--- src/rtl/fsm_phase_monitor.sv ---
// fsm_phase_monitor: decodes the sequencer's {dout_q, dout_p} pair into phases,
// checks phase order and per-phase length, and counts sequences and errors.
module fsm_phase_monitor #(
    parameter int unsigned PHASE_LEN = 16,
    parameter int unsigned CNT_W     = 6,
    parameter int unsigned SEQ_W     = 8
) (
    input  logic             clk,
    input  logic             rst,
    input  logic             din_p,
    input  logic             din_q,
    input  logic             clr,
    output logic             locked,
    output logic [1:0]       phase,
    output logic             seq_done,
    output logic             err,
    output logic [1:0]       err_code,
    output logic [SEQ_W-1:0] seq_cnt,
    output logic [SEQ_W-1:0] err_cnt
);

    typedef enum logic [2:0] {
        ST_RESYNC,
        ST_IDLE,
        ST_PH_P,
        ST_PH_Q,
        ST_PH_PQ
    } state_t;

    localparam logic [CNT_W-1:0] RUN_LEN = CNT_W'(PHASE_LEN);
    localparam logic [CNT_W-1:0] RUN_MAX = CNT_W'(PHASE_LEN + 1);
    localparam logic [SEQ_W-1:0] CNT_MAX = '1;
    localparam logic [1:0]       E_ORDER = 2'd1;
    localparam logic [1:0]       E_SHORT = 2'd2;
    localparam logic [1:0]       E_LONG  = 2'd3;

    state_t           r_state;
    logic             r_sv;
    logic [1:0]       r_s_code;
    logic [1:0]       r_last;
    logic [CNT_W-1:0] r_run;

    state_t           w_next;
    state_t           w_code_state;
    logic [1:0]       w_sc;
    logic [1:0]       w_sc_succ;
    logic [1:0]       w_next_phase;
    logic             w_active;
    logic             w_full;
    logic             w_done;
    logic             w_err;
    logic [1:0]       w_err_code;
    logic [CNT_W-1:0] w_run_next;

    always_comb begin
        if (r_s_code != r_last) begin
            w_run_next = CNT_W'(1);
        end else if (r_run == RUN_MAX) begin
            w_run_next = r_run;
        end else begin
            w_run_next = r_run + CNT_W'(1);
        end
    end

    // Each tracking state corresponds to the code it was entered on, so the
    // legal successor is simply that code plus one (mod 4).
    always_comb begin
        case (r_state)
            ST_PH_P:  w_sc = 2'd1;
            ST_PH_Q:  w_sc = 2'd2;
            ST_PH_PQ: w_sc = 2'd3;
            default:  w_sc = 2'd0;
        endcase
        w_sc_succ = w_sc + 2'd1;
        w_active  = (r_state == ST_PH_P) || (r_state == ST_PH_Q) || (r_state == ST_PH_PQ);
        w_full    = (r_run == RUN_LEN);
        case (r_s_code)
            2'd1:    w_code_state = ST_PH_P;
            2'd2:    w_code_state = ST_PH_Q;
            2'd3:    w_code_state = ST_PH_PQ;
            default: w_code_state = ST_IDLE;
        endcase
    end

    always_comb begin
        w_next     = r_state;
        w_done     = 1'b0;
        w_err      = 1'b0;
        w_err_code = E_ORDER;
        // r_sv masks the reset value of r_s_code, which is not a real sample.
        if (r_sv) begin
            if (r_state == ST_RESYNC) begin
                if (r_s_code == 2'b00) begin
                    w_next = ST_IDLE;
                end
            end else if (r_s_code == w_sc) begin
                if (w_active && w_full) begin
                    w_err      = 1'b1;
                    w_err_code = E_LONG;
                end
            end else if (r_s_code == w_sc_succ) begin
                if (w_active && !w_full) begin
                    w_err      = 1'b1;
                    w_err_code = E_SHORT;
                end else begin
                    w_done = (r_state == ST_PH_PQ);
                    w_next = w_code_state;
                end
            end else begin
                w_err      = 1'b1;
                w_err_code = E_ORDER;
            end
            if (w_err) begin
                w_next = ST_RESYNC;
            end
        end
    end

    always_comb begin
        case (w_next)
            ST_PH_P:  w_next_phase = 2'd1;
            ST_PH_Q:  w_next_phase = 2'd2;
            ST_PH_PQ: w_next_phase = 2'd3;
            default:  w_next_phase = 2'd0;
        endcase
    end

    always_ff @(posedge clk or posedge rst) begin
        if (rst) begin
            r_state  <= ST_RESYNC;
            r_sv     <= 1'b0;
            r_s_code <= '0;
            r_last   <= '0;
            r_run    <= '0;
            locked   <= 1'b0;
            phase    <= '0;
            seq_done <= 1'b0;
            err      <= 1'b0;
            err_code <= '0;
            seq_cnt  <= '0;
            err_cnt  <= '0;
        end else begin
            r_s_code <= {din_q, din_p};
            r_sv     <= 1'b1;
            if (r_sv) begin
                r_last <= r_s_code;
                r_run  <= w_run_next;
            end
            r_state  <= w_next;
            locked   <= (w_next != ST_RESYNC);
            phase    <= w_next_phase;
            seq_done <= w_done;
            err      <= w_err;
            if (w_err) begin
                err_code <= w_err_code;
            end
            if (clr) begin
                seq_cnt <= '0;
                err_cnt <= '0;
            end else begin
                if (w_done && (seq_cnt != CNT_MAX)) begin
                    seq_cnt <= seq_cnt + SEQ_W'(1);
                end
                if (w_err && (err_cnt != CNT_MAX)) begin
                    err_cnt <= err_cnt + SEQ_W'(1);
                end
            end
        end
    end

endmodule

--- config.mk ---
export PLATFORM = sky130hd
export DESIGN_NAME = fsm_phase_monitor
export DESIGN_NICKNAME = d
export VERILOG_FILES = /design/src/rtl/fsm_phase_monitor.sv
export SDC_FILE = /design/constraint.sdc
export NUM_CORES = 1
export LEC_CHECK = 0
export CAP_MARGIN = 0
export CORE_MARGIN = 8
export CORE_UTILIZATION = 52
export CTS_BUF_LIST = sky130_fd_sc_hd__clkbuf_4
export DETAILED_ROUTE_END_ITERATION = 10
export GPL_TIMING_DRIVEN = 0
export HOLD_SLACK_MARGIN = 0.12
export PLACE_DENSITY = 0.84
export SLEW_MARGIN = 30
export SYNTH_ARGS = -nofsm -noshare
export SYNTH_HDL_FRONTEND = slang
export SYNTH_SLANG_ARGS = --single-unit
--- constraint.sdc ---
create_clock -name clk -period 2.51 [get_ports clk]
set_input_delay 0.502 -clock clk [delete_from_list [all_inputs] [get_ports clk]]
set_output_delay 0.502 -clock clk [all_outputs]
set_load 0.005 [all_outputs]
* After elaboration in Yosys (flattened, before gate mapping)
Index checks and enable logic that the tools add are counted.
** Word-level totals
- Register bits :: 37
- Bits in read-only memories :: 0
- Word-level logic and storage cells :: 80
- Memories :: 0
- Memory bits (writable) :: 0
- Bits in latches :: 0
- Output and inout port bits :: 23
- Input port bits :: 5
** Cells by class
- Reductions and logical operators :: 13
- Divide/modulo/power cells :: 0
- Eq/ne operators :: 17
- $add $sub $neg :: 4
- Multiply operators :: 0
- Shifts and indexed selects :: 0
- Bitwise gates (word level) :: 0
- Order comparisons :: 0
- Multiplexer cells :: 34
** Operators by type and width (number)
- 8-bit 2-to-1 mux :: 4
- 3-bit 2-to-1 mux :: 7
- 8-bit by 1-bit adder with 8-bit output, second input constant :: 2
- 8-bit inequality test, second input constant :: 2
- 3-bit by 2-bit == test with 1-bit output, second input constant :: 4
- 6-bit by 5-bit == test with 1-bit output, second input constant :: 2
- 1-bit 2-to-1 mux :: 12
- 2-bit 2-to-1 mux :: 6
- 6-bit 2-to-1 mux :: 2
- 2-bit one-hot mux with 3 select lines :: 2
- 3-bit one-hot mux with 3 select lines :: 1
- 6-bit by 1-bit adder with 6-bit output, second input constant :: 1
- 3-bit == test, second input constant :: 2
- 2-bit == test :: 2
- 2-bit == test, second input constant :: 2
- 1-bit logical AND :: 4
- 2-bit nonzero test :: 2
- 3-bit zero test :: 1
- 3-bit nonzero test :: 1
- 2-bit by 1-bit adder with 2-bit output, second input constant :: 1
- 2-bit by 1-bit == test with 1-bit output, second input constant :: 1
- 2-bit zero test :: 1
- 1-bit logical OR :: 2
- 2-bit inequality test :: 1
- 3 further kinds :: 3

* Depth between registers and ports, before layout
Gate-level depths: netlist of run 1.
- Depth in word-level cells :: 13
- Mapped depth :: 8
- Depth with buffers taken out :: 7

* Worst setup path after synthesis of run 1
OpenSTA, ideal clock, no wires.
- Kind :: register to register
- Start point :: register r_run[3]
- End point :: register err_cnt[3]
- Required time :: 2.432 ns
- Library setup time :: 0.078 ns
- Arrival :: 2.368 ns
- Path slack :: 0.064 ns
- Stages on the path, launching flop included :: 8
- Path buffers :: 1
- Clock period less this slack :: 2.446 ns
- Path through :: dfrtp_1 > nor4b_4 > nand2_4 > a21o_1 > or4_4 > buf_6 > or4_1 > a21oi_1
** Between the ends
- Word-level cells in the longest chain between the ends :: 11
- Elaborated cells on any way between the ends :: 13
- Classes of those cells :: 1 x eq/ne; 7 x mux; 5 x reduce/logical
** RTL lines
- from (decl) :: line 41 : logic [CNT_W-1:0] r_run;
- from (signal assigned) :: line 147 : r_run <= w_run_next;
- 6-bit by 5-bit == test with 1-bit output (*) :: line 76 : w_full = (r_run == RUN_LEN);
- 1-bit zero test :: line 102 : if (w_active && !w_full) begin
- 1-bit logical AND :: line 102
- 1-bit 2-to-1 mux :: line 102
- 1-bit 2-to-1 mux :: line 101 : end else if (r_s_code == w_sc_succ) begin
- 1-bit 2-to-1 mux (*) :: line 96 : end else if (r_s_code == w_sc) begin
- 1-bit 2-to-1 mux (*) :: line 92 : if (r_state == ST_RESYNC) begin
- 1-bit 2-to-1 mux (*) (2 in series) :: line 91 : if (r_sv) begin
- 1-bit logical AND (*) :: line 164 : if (w_err && (err_cnt != CNT_MAX)) begin
- 2-bit nonzero test (no source line) (*)
- to (signal assigned) :: line 165 : err_cnt <= err_cnt + SEQ_W'(1);
- to (decl) :: line 19 : output logic [SEQ_W-1:0] err_cnt
Every way passes the cells marked *; elsewhere a longest branch is shown, timed or not. The select of a mux whose other input is x is not followed.
A chain may end at the register's enable or synchronous reset.

* Final worst setup path of run 1
- Start point :: register r_run[2]
- End point :: register err_cnt[2]
The elaborated chain is that of the path after synthesis.

==> flow_summary.ini, run 1 <==
[yosys]
synthesis.nets = 249
synth_area_um2 = 2213
syn_avg_cell_area_um2 = 9.379
synth_warnings = 0
async_flop_share_pct = 100.0
synth-seq-cells = 37
synth_flop_cell = dfrtp_1
ys_seq_area_share_pct = 41.83
synth_compound_area_share_pct = 14.25
synth_top_family_by_area = simple AND/OR/NAND/NOR gates
synth.area.mux_share_pct = 3.448
synthAdderAreaFrac_pct = 4.522
synthDistinctLibCells = 52
synthCells = 236
synth_simple_gate_area_share_pct = 26.63
synthXorXnorAreaFrac_pct = 4.748
synth_edf_count = 0

[timing]
setup_tns_ps = 0
finalCritPeriodShare_pct = 96.35
fin_crit_ps = 2418
setup_viol = 0
grt_setup_unrepaired = yes
fmax_mhz = 413.5
worstMarginPinSlew_ps = 754.7
setup_slack_ps = 91.57
finalMaxSlewViolations = 0
finalHoldViolCount = 0
slew_headroom_pct = 49.61
skew_ps = 7.123

[cts]
cts_tree = yes
htree_levels = 2
root_buffer = clkbuf_4
cts_sinks = 37
cts_hold_buf = 0
clkSlewWorstSetupHoldPaths_ps = 110
clk_path_buf_depth = 2
numCtsBuffers = 5
worst_skew_pair.late_latency_ps = 350

[finish]
syn_to_final_growth_pct = 22.27
final_cell_mix = dfrtp_1, clkdlybuf4s50_1, nor2_1
diodes = 0
fillerInstances = 318
drive_gt1_share_pct = 14.91
nets = 287
layout_commonest_cell = dfrtp_1
final_area_um2 = 2706

[critical_path]
arrival_ps = 2690
timing_worst_setup_path_type = reg -> reg
path_buf_inv = 1
required_ps = 2780
crit_path_max_incr_delay_ps = 510
crit_chain = nor4b_4 > nand2_4 > a21o_1 > or4_4 > buf_6 > or4_1 > a21oi_1
cpMaxStageDelayCell = or4_4
cp-start-kind = register
crit_start = r_run[2]
critPathTopFamily = simple AND/OR/NAND/NOR gates
end_kind = register
r2r-start = r_run[2]
worst-path-max-fanout = 5

[place]
place_congestion = 0.9448
io_buffers = 26
post-place-ws_ps = -121.8
dp_hpwl_um = 3487
place_area_um2 = 2536

[detailed_routing]
viasPerCell = 5.840
drt_iter0_markers = 89
wl_per_cell_um = 15.25
dr.pass1.iters = 4
routed_wl_um = 4956
post-route-drc-count = 0
antenna_left = 0
via_count = 1898

[pwr]
p_leak_nw = 1.135
ir_worst_vdd_uv = 558.7
powerDensity_nw_per_um2 = 597.9

[die]
die-area_um2 = 6600
die_h_um = 81.24
coreArea_um2 = 4058
die_x_um = 81.24
initial_core_util_pct = 54.55
row_count = 23
pin_count = 28

[global_route]
grt_overflow = 0
first_global_vias = 1803
antenna_found_initial = 0
grt_pass1_wl_um = 8397
grt_util_all_layers_pct = 16.07
grt_max_degree = 38

[worst_hold_path]
hold_start = clr
hold_path.class = in -> reg

[run]
max-cap-violations = 0

[status]
status = complete, no violations
cell families (layout without fill, tap and decap cells):
logic type	Yosys count	count (layout)
flip-flops	37	37
multiplexers	7	7
adder cells (fa/ha/maj)	8	8
buffers and inverters	24	63
AND/OR/NAND/NOR	98	98
other	1	1
AO/OA/AOI/OAI	49	49
XOR/XNOR	12	12
final cells by class:
cell class / count / area, um^2 / area share [%]
clock buffer: 5 / 37.54 / 1.387
buffer: 12 / 57.56 / 2.127
timing repair buffer: 32 / 302.8 / 11.19
tap: 50 / 62.56 / 2.312
sequential: 37 / 928.4 / 34.30
clock inverter: 3 / 65.06 / 2.404
multi-input combinational: 175 / 1211 / 44.75
inverter: 11 / 41.29 / 1.526
worst paths after layout:
kind                         endpoint  slack, ps  cells after the start
max                        err_cnt[2]         90                      7
min                        seq_cnt[5]        540                      2
max reg2reg                err_cnt[2]         90                      7
min reg2reg                 r_last[1]        540                      1
max in group asynchronous    r_run[2]       1390                      2
min in group asynchronous   r_last[0]        600                      2
synthesized netlist by cell type, types with 2 or more instances:
cell type / n / share of area (%)
nor3_1: 4 / 0.90
nand2_1: 10 / 1.7
a211oi_1: 3 / 1.0
nand2b_1: 6 / 1.7
or2_2: 2 / 0.57
a31oi_1: 6 / 1.7
a311oi_1: 2 / 0.79
and2_1: 3 / 0.85
and4_1: 2 / 0.79
inv_1: 11 / 1.9
clkbuf_1: 11 / 1.9
nand3_1: 12 / 2.7
mux2_2: 5 / 2.5
or4_1: 3 / 1.0
nand4_1: 5 / 1.4
ha_1: 8 / 4.5
nor4b_1: 3 / 1.2
nor3b_1: 4 / 1.4
o31ai_1: 3 / 1.0
nor2b_1: 6 / 1.7
o21ai_0: 6 / 1.4
xnor2_1: 8 / 3.2
dfrtp_1: 37 / 42
a21o_1: 2 / 0.68
nor2_1: 16 / 2.7
and3_1: 5 / 1.4
mux2i_1: 2 / 0.90
a21oi_1: 15 / 3.4
o22ai_1: 3 / 0.85
xor2_1: 4 / 1.6
nor4_1: 4 / 1.1
or3_1: 5 / 1.4
layer usage:
| layer | GRT usage (%) | routed length (um) | vias to the layer above |
|---|---|---|---|
| met5 | 0 | 0 | - |
| met4 | 7.143 | 77 | 0 |
| met3 | 4.194 | 262 | 7 |
| met2 | 25.50 | 2381 | 46 |
| met1 | 20.13 | 2234 | 910 |
| li1 | - | - | 935 |
stage by stage:
stage / utilization (%) / instances / hold WS [ps] / power [W]
detailed placement: 62.50 / 312 / 520.4 / 0.001095
global placement: 62.50 / 312 / 515.9 / 0.001083
CTS: 65.77 / 323 / 532.7 / 0.001617
global route: 66.70 / 325 / 554.5 / 0.001701
finish: 66.70 / 325 / 541.4 / 0.001618
floorplan: - / 236 / 502.2 / 0.0009652
state kept, by name (all words and copies together), names as in the netlist:
register	count
phase	2
err_cnt	8
r_run	6
r_sv	1
locked	1
err_code	2
r_last	2
seq_cnt	8
seq_done	1
err	1
r_s_code	2
r_state	3
power breakdown:
group | internal (W) | leakage (nW) | switching [W] | total, W
sequential | 0.000646 | 0.490 | 0.0000384 | 0.000684
clock | 0.000308 | 0.0552 | 0.000205 | 0.000513
combinational | 0.000187 | 0.590 | 0.000234 | 0.000421
total | 0.00114 | 1.13 | 0.000477 | 0.00162
what timing repair did:
| item | in CTS | in global routing |
|---|---|---|
| buffers inserted | 3 | 2 |
| gates cloned | 0 | 1 |
| setup endpoints to repair | 10 | 9 |
| resized for setup | 3 | 15 |
| pin swaps | 2 | 5 |
No activity file was read; power rests on OpenSTA's default activity.
==> run 2, diff against run 1 <==
--- a/config.mk
+++ b/config.mk
@@ -6,13 +6,13 @@
 export NUM_CORES = 1
 export LEC_CHECK = 0
 export CAP_MARGIN = 0
+export CORE_ASPECT_RATIO = 1.25
 export CORE_MARGIN = 8
-export CORE_UTILIZATION = 52
-export CTS_BUF_LIST = sky130_fd_sc_hd__clkbuf_4
+export CORE_UTILIZATION = 50
 export DETAILED_ROUTE_END_ITERATION = 10
 export GPL_TIMING_DRIVEN = 0
 export HOLD_SLACK_MARGIN = 0.12
-export PLACE_DENSITY = 0.84
+export PLACE_DENSITY = 0.81
 export SLEW_MARGIN = 30
 export SYNTH_ARGS = -nofsm -noshare
 export SYNTH_HDL_FRONTEND = slang
==> flow_summary.ini, run 2 (synthesized netlist as in run 1, its figures left out) <==
[finish]
layout_commonest_cell = dfrtp_1
multi_input_area_um2 = 1224
syn_to_final_growth_pct = 22.27
fillerInstances = 408
final_cell_mix = dfrtp_1, clkdlybuf4s50_1, nor2_1
diodes = 0
regArea_um2 = 929.6
drive_gt1_share_pct = 14.18
fin_cells = 333
nets = 287
largest_registers = err_cnt x8, seq_cnt x8, r_run x6

[die]
coreArea_um2 = 4324
die-area_um2 = 6825
pin_count = 28
initial_core_util_pct = 51.19
die_h_um = 90.39
die_x_um = 75.51
row_count = 27

[detailed_routing]
antenna_left = 0
dr.pass1.iters = 5
viasPerCell = 5.835
drt_iter0_markers = 143
via_count = 1943
routed_wl_um = 5092
wl_per_cell_um = 15.29
post-route-drc-count = 0

[timing]
slew_headroom_pct = 49.19
hold_slack_ps = 545.4
fmax_mhz = 403.4
skew_ps = 5.758
finalHoldViolCount = 0
finalCritPeriodShare_pct = 98.76
grt_setup_unrepaired = yes
setup_tns_ps = 0
setup_viol = 0
worstMarginPinSlew_ps = 761.0
finalMaxSlewViolations = 0
fin_crit_ps = 2479

[critical_path]
crit_chain = nor4b_4 > nand2_4 > a21o_1 > or4_4 > buf_6 > or4_4 > a21oi_2
worst-path-max-fanout = 5
path_common_cell = or4_4
timing_worst_setup_path_type = reg -> reg
cp-start-kind = register
required_ps = 2720
crit_path_max_incr_delay_ps = 510
cpMaxStageDelayCell = or4_4
critPathTopFamily = simple AND/OR/NAND/NOR gates
path_buf_inv = 1
end_kind = register
arrival_ps = 2690

[global_route]
antenna_found_initial = 0
grt_max_degree = 38
grt_pass1_wl_um = 8445
first_global_vias = 1866
grt_util_all_layers_pct = 15.63
grt_overflow = 0

[cts]
clkSlewWorstSetupHoldPaths_ps = 70
numCtsBuffers = 5
cts_sinks = 37
root_buffer = clkbuf_8
cts_hold_buf = 0
htree_levels = 2
worst_skew_pair.late_latency_ps = 280
clk_path_buf_depth = 2
cts_tree = yes

[pwr]
powerDensity_nw_per_um2 = 558.9
power.switching_w = 0.0004781
ir_worst_vdd_uv = 287.0
power_w = 0.001513
clockPowerShare_pct = 26.4
p_comb_share_pct = 28.1
seqPwrFrac_pct = 45.6
swShare_pct = 31.61
p_leak_nw = 1.118
intPower_w = 0.001034

[place]
dp_hpwl_um = 3437
place_congestion = 0.9500
io_buffers = 26
dp.cells = 320

[run]
max-cap-violations = 0

[status]
status = complete, no violations

[worst_hold_path]
hold_path.class = reg -> reg
==> run 2: metrics by stage <==
step,instance area (um^2),utilization (%),setup WS [ps]
finish,2706,62.59,31.06
global route,2706,62.59,-40.06
CTS,2643,61.11,15.79
detailed placement,2546,58.88,-97.02
global placement,2546,58.88,-83.95
floorplan,2213,-,64.18
==> run 2: cell type report <==
| type | count | share of cell area, % |
|---|---|---|
| clock buffers | 8 | 2.959 |
| multi-input cells | 175 | 45.21 |
| flip-flops and latches | 37 | 34.35 |
| repair buffers | 32 | 11.19 |
| inverters | 11 | 1.526 |
| well taps | 58 | 2.681 |
| plain buffers | 12 | 2.080 |
==> run 2: power by group through the flow <==
| stage | Clock, W | Combinational, W | Sequential (W) |
|---|---|---|---|
| 2_1_floorplan | 0 | 0.000273 | 0.000692 |
| 6_report | 0.000399 | 0.000425 | 0.000689 |
| 4_1_cts | 0.000411 | 0.000389 | 0.000688 |
| 3_5_place_dp | 0 | 0.000391 | 0.000698 |
| 5_1_grt | 0.000434 | 0.000469 | 0.000699 |
| 3_3_place_gp | 0 | 0.000385 | 0.000697 |
==> run 2: routing by layer <==
metal	vias to the layer above	track usage, %	wire (um)	share of wire [%]
met4	0	7.395	114	2.2
met3	11	4.000	284	5.6
li1	938	-	-	-
met5	-	0	0	0
met1	930	17.95	2052	40
met2	64	25.70	2640	52
==> run 2: repair_timing <==
action,CTS,global route
setup buffers,2,3
resized for setup,4,13
pin swaps,4,2
setup endpoints to repair,6,8
gates cloned,0,1
==> run 2: final timing paths <==
| check | startpoint | end | slack, ps | cells past startpoint |
|---|---|---|---|---|
| min | r_last[1] | r_last[1] | 550 | 1 |
| max | r_run[2] | err_cnt[3] | 30 | 7 |
| min reg2reg | r_last[1] | r_last[1] | 550 | 1 |
| min in group asynchronous | rst | r_run[3] | 670 | 2 |
| max in group asynchronous | rst | r_state[1] | 1300 | 2 |
| max reg2reg | r_run[2] | err_cnt[3] | 30 | 7 |
